**src/rtl/des_uart_ctrl.sv**
```systemverilog
// Command sequencer between the UART byte stream and the DES core: collects key/data
// frames, launches DES operations, streams results back out and drives the status LEDs.
module des_uart_ctrl #(
  parameter int TIMEOUT = 50000
) (
  input  logic        clk,
  input  logic        rst,
  input  logic [7:0]  rx_data,
  input  logic        rx_valid,
  output logic [7:0]  tx_data,
  output logic        tx_start,
  input  logic        tx_busy,
  output logic [63:0] des_key,
  output logic [63:0] des_data,
  output logic        des_decrypt,
  output logic        des_start,
  input  logic [63:0] des_result,
  input  logic        des_done,
  output logic [3:0]  status
);

  localparam int TW = $clog2(TIMEOUT + 1);

  localparam logic [2:0] S_IDLE    = 3'd0;
  localparam logic [2:0] S_RX      = 3'd1;
  localparam logic [2:0] S_DSTART  = 3'd2;
  localparam logic [2:0] S_DWAIT   = 3'd3;
  localparam logic [2:0] S_TXLOAD  = 3'd4;
  localparam logic [2:0] S_TXWAIT  = 3'd5;

  localparam logic [7:0] CMD_K = 8'h4B;
  localparam logic [7:0] CMD_E = 8'h45;
  localparam logic [7:0] CMD_D = 8'h44;
  localparam logic [7:0] ACK   = 8'h06;
  localparam logic [7:0] NAK   = 8'hEE;

  logic [2:0]    state_q, state_d;
  logic [7:0]    cmd_q, cmd_d;
  logic [2:0]    cnt_q, cnt_d;
  logic [TW-1:0] tmo_q, tmo_d;
  logic [63:0]   shift_q, shift_d;
  logic [63:0]   key_q, key_d;
  logic [63:0]   data_q, data_d;
  logic          dec_q, dec_d;
  logic          dstart_q, dstart_d;
  logic [7:0]    txd_q, txd_d;
  logic          txs_q, txs_d;
  logic [63:0]   txbuf_q, txbuf_d;
  logic [3:0]    txrem_q, txrem_d;
  logic          skip_q, skip_d;
  logic          kv_q, kv_d;
  logic          err_q, err_d;
  logic          ovf_q, ovf_d;

  always_comb begin
    state_d  = state_q;
    cmd_d    = cmd_q;
    cnt_d    = cnt_q;
    tmo_d    = tmo_q;
    shift_d  = shift_q;
    key_d    = key_q;
    data_d   = data_q;
    dec_d    = dec_q;
    dstart_d = 1'b0;
    txd_d    = txd_q;
    txs_d    = 1'b0;
    txbuf_d  = txbuf_q;
    txrem_d  = txrem_q;
    skip_d   = skip_q;
    kv_d     = kv_q;
    err_d    = err_q;
    ovf_d    = ovf_q;

    // Bytes arriving while the engine or transmitter is busy are lost.
    if (rx_valid && (state_q == S_DSTART || state_q == S_DWAIT ||
                     state_q == S_TXLOAD || state_q == S_TXWAIT)) begin
      ovf_d = 1'b1;
    end

    case (state_q)
      S_IDLE: begin
        if (rx_valid) begin
          if (rx_data == CMD_K || rx_data == CMD_E || rx_data == CMD_D) begin
            cmd_d   = rx_data;
            cnt_d   = 3'd0;
            tmo_d   = '0;
            err_d   = 1'b0;
            ovf_d   = 1'b0;
            state_d = S_RX;
          end else begin
            err_d = 1'b1;
          end
        end
      end

      S_RX: begin
        if (rx_valid) begin
          shift_d = {shift_q[55:0], rx_data};
          cnt_d   = cnt_q + 3'd1;
          tmo_d   = '0;
          if (cnt_q == 3'd7) begin
            if (cmd_q == CMD_K) begin
              key_d   = shift_d;
              kv_d    = 1'b1;
              txbuf_d = {ACK, 56'h0};
              txrem_d = 4'd1;
              state_d = S_TXLOAD;
            end else if (kv_q) begin
              data_d  = shift_d;
              dec_d   = (cmd_q == CMD_D);
              state_d = S_DSTART;
            end else begin
              err_d   = 1'b1;
              txbuf_d = {NAK, 56'h0};
              txrem_d = 4'd1;
              state_d = S_TXLOAD;
            end
          end
        end else if (tmo_q == TW'(TIMEOUT)) begin
          err_d   = 1'b1;
          state_d = S_IDLE;
        end else begin
          tmo_d = tmo_q + TW'(1);
        end
      end

      S_DSTART: begin
        dstart_d = 1'b1;
        state_d  = S_DWAIT;
      end

      S_DWAIT: begin
        if (des_done) begin
          txbuf_d = des_result;
          txrem_d = 4'd8;
          state_d = S_TXLOAD;
        end
      end

      S_TXLOAD: begin
        if (!tx_busy) begin
          txd_d   = txbuf_q[63:56];
          txbuf_d = {txbuf_q[55:0], 8'h0};
          txrem_d = txrem_q - 4'd1;
          txs_d   = 1'b1;
          skip_d  = 1'b1;
          state_d = S_TXWAIT;
        end
      end

      // tx_busy only rises the cycle after tx_start, so the first cycle here is ignored.
      S_TXWAIT: begin
        if (skip_q) begin
          skip_d = 1'b0;
        end else if (!tx_busy) begin
          state_d = (txrem_q != 4'd0) ? S_TXLOAD : S_IDLE;
        end
      end

      default: state_d = S_IDLE;
    endcase
  end

  always_ff @(posedge clk) begin
    if (rst) begin
      state_q  <= S_IDLE;
      cmd_q    <= 8'h0;
      cnt_q    <= 3'd0;
      tmo_q    <= '0;
      shift_q  <= 64'h0;
      key_q    <= 64'h0;
      data_q   <= 64'h0;
      dec_q    <= 1'b0;
      dstart_q <= 1'b0;
      txd_q    <= 8'h0;
      txs_q    <= 1'b0;
      txbuf_q  <= 64'h0;
      txrem_q  <= 4'd0;
      skip_q   <= 1'b0;
      kv_q     <= 1'b0;
      err_q    <= 1'b0;
      ovf_q    <= 1'b0;
    end else begin
      state_q  <= state_d;
      cmd_q    <= cmd_d;
      cnt_q    <= cnt_d;
      tmo_q    <= tmo_d;
      shift_q  <= shift_d;
      key_q    <= key_d;
      data_q   <= data_d;
      dec_q    <= dec_d;
      dstart_q <= dstart_d;
      txd_q    <= txd_d;
      txs_q    <= txs_d;
      txbuf_q  <= txbuf_d;
      txrem_q  <= txrem_d;
      skip_q   <= skip_d;
      kv_q     <= kv_d;
      err_q    <= err_d;
      ovf_q    <= ovf_d;
    end
  end

  assign tx_data     = txd_q;
  assign tx_start    = txs_q;
  assign des_key     = key_q;
  assign des_data    = data_q;
  assign des_decrypt = dec_q;
  assign des_start   = dstart_q;
  assign status      = {ovf_q, err_q, (state_q != S_IDLE), kv_q};

endmodule

```
**config.mk**
```make
export PLATFORM = sky130hd
export DESIGN_NAME = des_uart_ctrl
export DESIGN_NICKNAME = d
export VERILOG_FILES = /design/src/rtl/des_uart_ctrl.sv
export SDC_FILE = /design/constraint.sdc
export NUM_CORES = 1
export LEC_CHECK = 0
export ABC_AREA = 1
export BUFFER_PORTS_ARGS = -buffer_cell sky130_fd_sc_hd__buf_2
export CAP_MARGIN = 20
export CORE_MARGIN = 5
export CORE_UTILIZATION = 60
export DETAILED_ROUTE_END_ITERATION = 6
export PLACE_DENSITY = 0.83
export SYNTH_ARGS = -nofsm -noshare
export SYNTH_HDL_FRONTEND = slang
export SYNTH_SLANG_ARGS = --single-unit
```
**constraint.sdc**
```tcl
create_clock -name clk -period 2.9 [get_ports clk]
set_input_delay 0.58 -clock clk [delete_from_list [all_inputs] [get_ports clk]]
set_output_delay 0.58 -clock clk [all_outputs]
set_load 0.05 [all_outputs]
```
; Word-level counts from Yosys, hierarchy flattened
; Index checks and enable logic that the tools add are counted.
[word_totals]
out_inout_bits = 143
reg_bits = 297
wordCells = 125
[op_classes]
reduce_logical = 24
add_sub_neg = 3
muxes = 52
eq_ne = 26
n_bitwise = 3
[op_table]
columns = cell, count
row1 = two-way mux 64 bit, 6
row2 = one-hot mux 64 bit (3 select lines), 1
row3 = two-way mux 16 bit, 4
row4 = two-way mux 3 bit, 15
row5 = "== test 8 x 7 -> 1 bit, second input constant", 5
row6 = one-hot mux 16 bit (2 select lines), 1
row7 = two-way mux 4 bit, 6
row8 = "!= test 3 bit, second input constant", 6
row9 = one-hot mux 3 bit (6 select lines), 1
row10 = "adder 16 x 1 -> 16 bit, second input constant", 1
row11 = "== test 16 bit, second input constant", 1
row12 = "!= test 2 bit, second input constant", 8
row13 = two-way mux 1 bit, 14
row14 = one-hot mux 4 bit (3 select lines), 1
row15 = AND reduction 4 bit, 3
row16 = AND reduction 6 bit, 2
row17 = "== test 3 bit, second input constant", 3
row18 = AND reduction 8 bit, 1
row19 = "== test 3 x 2 -> 1 bit, second input constant", 2
row20 = one-hot mux 3 bit (2 select lines), 1
row21 = AND reduction 2 bit, 3
row22 = nonzero test 3 bit, 2
row23 = logical OR 1 bit, 5
row24 = AND reduction 5 bit, 1
row25 = 11 further kinds, 15

; Logic depth before layout (Yosys ltp)
; Gate-level depths: netlist of the first run.
[depth]
depth_word = 9
ltp_mapped = 14
ltp_nobuf = 14

; Least setup slack after synthesis of the first run
; Ideal clock, no wire load.
[synth_path]
kind = input to register
startpoint = input rx_data[4]
endpoint = register tmo_q[6]
setup_slack_ns = 1.269
setup_time_ns = 0.132
required_time_ns = 2.768
path_stages = 11
arrival_ns = 1.498
path_cell_list = nor2_1 -> nand2_1 -> nor2_1 -> nand2_1 -> nand2_1 -> nand2_1 -> inv_1 -> nand2_4 -> buf_6 -> nand2_1 -> a21oi_1
[synth_via]
elab_chain_cells = 5
[synth_rtl]
columns = element, line
row1 = "start, declared", 8  ; input logic [7:0] rx_data,
row2 = == test 8 x 7 -> 1 bit, 83  ; if (rx_data == CMD_K || rx_data == CMD_E || rx_data == CMD_D) begin
row3 = logical OR 1 bit, 83
row4 = logical OR 1 bit *, 83
row5 = != test 2 bit (no line) *, --
row6 = AND reduction 4 bit (no line) *, --
row7 = "end signal, assigned", 187  ; tmo_q <= tmo_d;
row8 = "end, declared", 40  ; logic [TW-1:0] tmo_q, tmo_d;
; Every way passes the cells marked *; elsewhere a longest branch is shown, timed or not.
; A chain may end at the register's enable or synchronous reset.

; Worst setup path after layout of the first run
[layout_path]
startpoint = register state_q[2]
endpoint = output status[1]
[layout_via]
elab_chain_cells = 1
[layout_rtl]
columns = element, line
row1 = "start, declared", 37  ; logic [2:0] state_q, state_d;
row2 = "start signal, assigned", 184  ; state_q <= state_d;
row3 = nonzero test 3 bit, 210  ; assign status = {ovf_q, err_q, (state_q != S_IDLE), kv_q};
row4 = "end, declared", 19  ; output logic [3:0] status
; No other way between the ends.

==> run_results.csv, run 1 <==
group,metric,value,unit
pwr,irDropWorstVdd,0.0004634,V
cts,cts_tree,"yes",
sta,setup_violations,0,
cts,clockBufferDepth,3,
worst_setup_path,cp_max_fo,7,
sta,finClkSkew,0.01435,ns
logic_synthesis,syn-mean-instance-area,7.363,sq um
sta,finalCritPeriodShare,82.54,%
layout,stdcell_area,14320,sq um
floorplanning,dieArea,23130,sq um
sta,rsz0062_at_grt,"false",
logic_synthesis,seq_area_frac_synth,49.09,%
worst_setup_path,critPathMaxStageDelay,0.44,ns
placed_design,io_buffers,219,
worst_setup_path,cp_slowest_cell,"dfxtp_1",
placed_design,place_area,13270,sq um
worst_setup_path,rrSetupSlack,0.60,ns
logic_synthesis,synth_area,12110,sq um
sta,max_slew_margin,32.17,%
worst_setup_path,cpMostUsedCell,"inv_1",
logic_synthesis,synth.most_common_cell,"dfxtp_1",
layout,fill_cells,1672,
pwr,p_leak,5.819,nW
min_path,hp-start,"rx_data[2]",
worst_setup_path,path_cells,"nor2_8 -> inv_1 -> nor2_2 -> inv_1 -> buf_2",
pwr,pwr-share-seq,46.2,%
worst_setup_path,worstSetupPathType,"reg2out",
global_route,grt_antenna_before_repair,1,
layout,nNetsFinal,1890,
pwr,p_comb_share,13.2,%
routing,drt_iter0_drc,662,
layout,multiInputGateArea,4696,sq um
floorplanning,core,20040,sq um
logic_synthesis,syn_nets,1728,
sta,period_minus_slack,2.394,ns
floorplanning,die_w,152.1,um
logic_synthesis,yosys-top-cells-count,"dfxtp_1, a21oi_1, inv_1",
sta,tns,0,ns
logic_synthesis,ys_warn_count,0,
cts,root_buffer,"clkbuf_16",
cts,cts_hold_buf,0,
logic_synthesis,synthArstFlopShare,0,%
logic_synthesis,synth_area_leaders,"dfxtp_1, a21oi_1, o21ai_0",
floorplanning,initial_utilization,60.44,%
worst_setup_path,worstReg2RegStart,"state_q[2]",
worst_setup_path,worstSetupEndpointType,"primary output",
logic_synthesis,yosys_most_used_dff,"dfxtp_1",
global_route,grt_pass1_vias,10240,
routing,antenna_left,0,
global_route,grt_pass1_wl,49.29,mm
cts,clock_latency,0.54,ns
logic_synthesis,yosys.area.top_type,"dfxtp_1",
logic_synthesis,ys_seq_elements,297,
cts,clk_pin_slew,0.06,ns
routing,drt_first_pass_iters,5,
worst_setup_path,worstPathRequired,2.32,ns
job,maxCapViolations,0,
floorplanning,io_pins,220,
floorplanning,row_count,52,
layout,layout-drive-gt1-share,16.88,%
global_route,grtUsageTotal,24.47,%
routing,drc_errors,0,
cts,cts_setup_buffers,0,
logic_synthesis,syn_inst,1645,
layout,syn2layout_area_growth,18.22,%
pwr,pwr-share-clk,40.6,%
logic_synthesis,synth_edf_count,0,
min_path,hold_path_end,"des_key[2]",
sta,slew_viol_final,0,
routing,wl_per_cell,14.14,um
pwr,powerDensity,690.8,nW/um^2
floorplanning,die_h,152.1,um
logic_synthesis,synth_cell_types,36,
layout,seq_area,5946,sq um
pwr,swShare,26.69,%
pwr,power.internal,0.007252,W
routing,vias,11040,
cts,htreeDepth,1,
global_route,overflow,0,
min_path,min_path_type,"in2reg",
worst_setup_path,start_kind,"flip-flop",
outcome,outcome,"finished clean",
placed_design,dp_hpwl,20.05,mm
cts,cts_buffers,30,
global_route,grt_max_degree,87,
sta,timing.fmax,0.4178,GHz
worst_setup_path,r2r_end,"txbuf_q[56]",
routing,vias_per_cell,5.251,
worst_setup_path,worstPathArrival,1.81,ns
logic_synthesis,synth_top_area_share,49.09,%
min_path,hold_depth,3,
cts,cts.sinks,297,
routing,drt_wl_total,29.73,mm
pwr,power_switching,0.002640,W
sta,worstMarginPinSlew,1.017,ns
worst_setup_path,worstRegToRegCells,9,
sta,hold_violations,0,
cts,cts_resized,0,
placed_design,gp_congestion,0.9039,
metrics by stage:
| stage | power (W) | hold slack [ns] | worst slack (ns) | utilization [%] | std cells |
|---|---|---|---|---|---|
| after global placement | 0.005893 | 0.4262 | 0.5928 | 66.23 | 2045 |
| after detailed placement | 0.005945 | 0.4317 | 0.4912 | 66.23 | 2045 |
| after floorplan | 0.005651 | 0.4242 | 1.269 | - | 1645 |
| after CTS | 0.009941 | 0.3530 | 0.5073 | 71.44 | 2101 |
| final | 0.009892 | 0.3732 | 0.5063 | 71.45 | 2102 |
| after global routing | 0.01034 | 0.3989 | 0.3931 | 71.45 | 2102 |
cell families after synthesis:
group	share of synthesized area, %
AO/OA/AOI/OAI	23.05
XOR/XNOR	0.2170
adder cells (fa/ha/maj)	0.6198
buffers and inverters	12.25
flip-flops	49.09
AND/OR/NAND/NOR	14.77
how the worst max path moves through the flow:
stage / startpoint / endpoint / slack, ns / cells past startpoint
after floorplan: rx_data[4] / tmo_q[6] / 1.27 / 11
after global placement: rx_valid / des_key[63] / 0.59 / 7
after detailed placement: rx_valid / des_key[32] / 0.49 / 7
after CTS: state_q[2] / status[1] / 0.51 / 5
after global routing: state_q[2] / txbuf_q[51] / 0.39 / 9
final: state_q[2] / status[1] / 0.51 / 5
placed cells by master (no fill, tap or decap), drive strengths merged:
cell type	count
inv	256
xor2	2
nor2	181
diode	1
nand2	175
nand3b	2
and2	1
clkinv	10
xnor2	1
o211ai	7
o21ai	254
nand3	34
o21a	1
nor3	7
bufinv	4
nand4	18
dfxtp	297
a21oi	288
ha	6
a31o	1
clkbuf	43
nor4	3
a31oi	1
and3	1
buf	238
layer usage:
metal  part of all wire, %  up-vias  track usage, %
met5                     0        -               0
met4                   2.2        0           6.721
met3                   6.2       40           3.953
met2                    46      327           39.75
met1                    45     5056           34.08
li1                      -     5615               -
power groups by stage:
stage / sequential (W) / combinational [W] / clock, W
6_report: 0.00457 / 0.00131 / 0.00401
5_1_grt: 0.00460 / 0.00149 / 0.00425
4_1_cts: 0.00456 / 0.00130 / 0.00407
3_5_place_dp: 0.00465 / 0.00130 / 0
3_3_place_gp: 0.00464 / 0.00125 / 0
2_1_floorplan: 0.00459 / 0.00106 / 0
worst max-delay path, delay by kind of cell (launching register included):
family	cells	cell delay (ns)
flip-flops	1	0.44
buffers and inverters	3	0.43
AND/OR/NAND/NOR	2	0.40
sequential cells by signal, indices dropped and copies added, names as in the netlist, 4 cells and up:
| register | count |
|---|---|
| txbuf_q | 64 |
| cmd_q | 8 |
| shift_q | 56 |
| txrem_q | 4 |
| tx_data | 8 |
| des_data | 64 |
| des_key | 64 |
| tmo_q | 16 |
cell type report:
| type | instances | area share, % |
|---|---|---|
| sequential | 297 | 41.52 |
| antenna | 1 | 0.01748 |
| clock inverter | 13 | 1.206 |
| tap | 270 | 2.359 |
| timing repair buffer | 238 | 9.263 |
| multi-input combinational | 983 | 32.79 |
| clock buffer | 43 | 6.082 |
| inverter | 257 | 6.755 |
Note: power is estimated with default switching activity, not from simulation.
==> run 2: changes to the inputs <==
--- a/config.mk
+++ b/config.mk
@@ -5,13 +5,13 @@
 export SDC_FILE = /design/constraint.sdc
 export NUM_CORES = 1
 export LEC_CHECK = 0
-export ABC_AREA = 1
+export ABC_AREA = 0
 export BUFFER_PORTS_ARGS = -buffer_cell sky130_fd_sc_hd__buf_2
 export CAP_MARGIN = 20
 export CORE_MARGIN = 5
-export CORE_UTILIZATION = 60
+export CORE_UTILIZATION = 49
 export DETAILED_ROUTE_END_ITERATION = 6
-export PLACE_DENSITY = 0.83
+export PLACE_DENSITY = 0.73
 export SYNTH_ARGS = -nofsm -noshare
 export SYNTH_HDL_FRONTEND = slang
 export SYNTH_SLANG_ARGS = --single-unit
==> constraint.sdc (replaced) <==
create_clock -name clk -period 2 [get_ports clk]
set_input_delay 0.4 -clock clk [delete_from_list [all_inputs] [get_ports clk]]
set_output_delay 0.4 -clock clk [all_outputs]
set_load 0.05 [all_outputs]
==> run_results.csv, run 2 <==
group,metric,value,unit
cts,clock_latency,0.55,ns
pwr,power_switching,0.002752,W
worst_setup_path,worstPathRequired,2.44,ns
cts,cts_hold_buf,0,
routing,drt_wl_total,32.01,mm
pwr,power,0.01244,W
layout,stdcell_area,14480,sq um
sta,setup_violations,57,
logic_synthesis,synth.most_common_cell,"nand2_1",
placed_design,io_buffers,219,
placed_design,place_area,12850,sq um
logic_synthesis,syn_inst,1372,
layout,final_cell_mix,"nand2_1, dfxtp_1, a21oi_1, buf_2, nor2_1",
placed_design,dp_hpwl,19.99,mm
worst_setup_path,cp_max_fo,12,
sta,slew_viol_final,0,
routing,antenna_left,0,
cts,cts_tree,"yes",
placed_design,pre_cts_slack,-0.1785,ns
sta,max_slew_margin,55.47,%
logic_synthesis,yosys_most_used_dff,"dfxtp_1",
global_route,grtUsageTotal,22.38,%
logic_synthesis,synth_edf_count,0,
logic_synthesis,syn_nets,1455,
floorplanning,io_pins,220,
logic_synthesis,yosys-top-cells-count,"nand2_1, dfxtp_1, a21oi_1",
routing,drt_iter0_drc,880,
outcome,outcome,"finished with violations",
worst_setup_path,worstPathArrival,2.64,ns
global_route,grt_pass1_wl,49.29,mm
global_route,grt_max_degree,134,
global_route,grt_antenna_before_repair,1,
min_path,min_path_type,"in2reg",
sta,layout_setup_ws,-0.1965,ns
pwr,p_comb_share,5.8,%
logic_synthesis,ys_warn_count,0,
outcome,failed_checks,"setup timing",
worst_setup_path,crit_buf_inv,2,
floorplanning,die_w,161.6,um
sta,finClkSkew,0.02018,ns
logic_synthesis,ys_seq_elements,297,
global_route,grt_pass1_vias,9739,
worst_setup_path,path_cells,"or4b_4 -> o21ai_2 -> a311o_1 -> and2_4 -> buf_4 -> buf_12 -> nor2_1 -> a211oi_1",
sta,timing.fmax,0.4553,GHz
floorplanning,core,22640,sq um
pwr,p_leak,5.513,nW
sta,rsz0062_at_grt,"true",
sta,period_minus_slack,2.196,ns
logic_synthesis,synth_area,11260,sq um
cts,clk_pin_slew,0.07,ns
sta,finalCritPeriodShare,109.8,%
placed_design,gp_congestion,0.8156,
pwr,pwr-share-clk,45.9,%
layout,final_common_cell,"nand2_1",
routing,drt_first_pass_iters,5,
worst_setup_path,start_kind,"flip-flop",
sta,tns,-5.895,ns
routing,vias,10400,
routing,drc_errors,0,
floorplanning,initial_utilization,49.72,%
layout,syn2layout_area_growth,28.67,%
logic_synthesis,yosys.area.top_type,"dfxtp_1",
logic_synthesis,synth_cell_types,59,
layout,layout-drive-gt1-share,25.15,%
logic_synthesis,synth_area_leaders,"dfxtp_1, nand2_1, a21oi_1",
cts,htreeDepth,1,
cts,cts.sinks,297,
worst_setup_path,worstSetupPathType,"reg2reg",
worst_setup_path,rrSetupSlack,-0.20,ns
pwr,swShare,22.13,%
pwr,power.internal,0.009686,W
sta,hold_violations,0,
logic_synthesis,synth_top_area_share,52.82,%
pwr,pwr-share-seq,48.3,%
worst_setup_path,critPathMaxStageDelay,0.53,ns
floorplanning,dieArea,26100,sq um
floorplanning,die_h,161.6,um
job,maxCapViolations,0,
global_route,overflow,0,
logic_synthesis,synthArstFlopShare,0,%
logic_synthesis,seq_area_frac_synth,52.82,%
layout,nNetsFinal,1689,
worst_setup_path,crit_family,"simple AND/OR/NAND/NOR gates",
pwr,irDropWorstVdd,0.0006794,V
worst_setup_path,cp_slowest_cell,"or4b_4",
cts,root_buffer,"clkbuf_16",
cts,clockBufferDepth,3,
floorplanning,row_count,55,
logic_synthesis,syn-mean-instance-area,8.205,sq um
routing,wl_per_cell,16.74,um
worst_setup_path,worstSetupEndpointType,"flip-flop",
sta,worstMarginPinSlew,0.6623,ns
routing,vias_per_cell,5.437,
cts,cts_buffers,30,
pwr,powerDensity,858.8,nW/um^2
[run 2: cell count changes after synthesis, sizes merged, moves of 7 or more]
cell	before	now
nand3	34	16
clkbuf	62	76
inv	255	10
nand4	18	6
nand2	175	404
a21oi	288	223
nor2	181	93
buf	46	36
a211oi	0	51
a22oi	0	52
and3	1	8
o21ai	254	7
xnor2	1	11
[run 2: per-stage QoR]
step | instances | hold slack [ns] | utilization, %
finish | 1912 | 0.1160 | 63.97
global route | 1912 | 0.1096 | 63.97
CTS | 1883 | 0.09399 | 61.92
detailed placement | 1821 | 0.4420 | 56.76
global placement | 1821 | 0.4349 | 56.76
floorplan | 1372 | 0.4206 | -
[run 2: layout make-up]
cell class	instances	area, sq um
Timing Repair Buffer	313	2207
Clock buffer	45	928.4
Clock inverter	7	91.34
Inverter	10	37.54
Multi-Input combinational cell	954	4910
Antenna cell	1	2.502
Tap cell	285	356.6
Sequential cell	297	5951
Fill cell	1977	8157
[run 2: timing repair]
action                                  CTS  global route
hold endpoints to repair                  0             0
cloned                                    2             9
gates resized for setup                  12            33
pin swaps                                 1            21
buffers inserted                          8            19
endpoints found under the setup margin   51           176
[run 2: worst min-delay path: cells and delay by family]
family / cells / cell delay, ns
AOI/OAI and AO/OA: 1 / 0.05
buffers and inverters: 1 / 0.10
and+or+nand+nor: 1 / 0.05
[run 2: per-layer routing]
layer / GRT usage (%) / vias up / routed length (um)
li1: - / 5122 / -
met4: 5.584 / 0 / 836
met3: 5.001 / 54 / 2239
met5: 0 / - / 0
met2: 37.87 / 303 / 15180
met1: 29.18 / 4916 / 13750
[run 2: kinds of logic after synthesis]
logic type,count (synthesis),synth area share (%)
and+or+nand+nor,572,20.75
AOI/OAI and AO/OA,359,19.62
DFF,297,52.82
buffers and inverters,122,4.857
xor gates and xnor gates,12,0.9336
adders and majority gates,6,0.6669
muxes,4,0.3557
[run 2: power groups by stage]
| stage | combinational (W) | clock, W | sequential [W] |
|---|---|---|---|
| after floorplan | 0.000379 | 0 | 0.00613 |
| after global placement | 0.000624 | 0 | 0.00613 |
| after detailed placement | 0.000631 | 0 | 0.00613 |
| after CTS | 0.000661 | 0.00581 | 0.00600 |
| after global routing | 0.000785 | 0.00606 | 0.00601 |
| final | 0.000724 | 0.00571 | 0.00600 |
[run 2: worst paths after layout]
check | cells after the start | to | from
worst max-delay path | 8 | txbuf_q[26] | cmd_q[4]
worst min-delay path | 3 | txbuf_q[5] | des_result[5]
worst max register to register | 8 | txbuf_q[26] | cmd_q[4]
worst min register to register | 2 | cmd_q[6] | cmd_q[6]
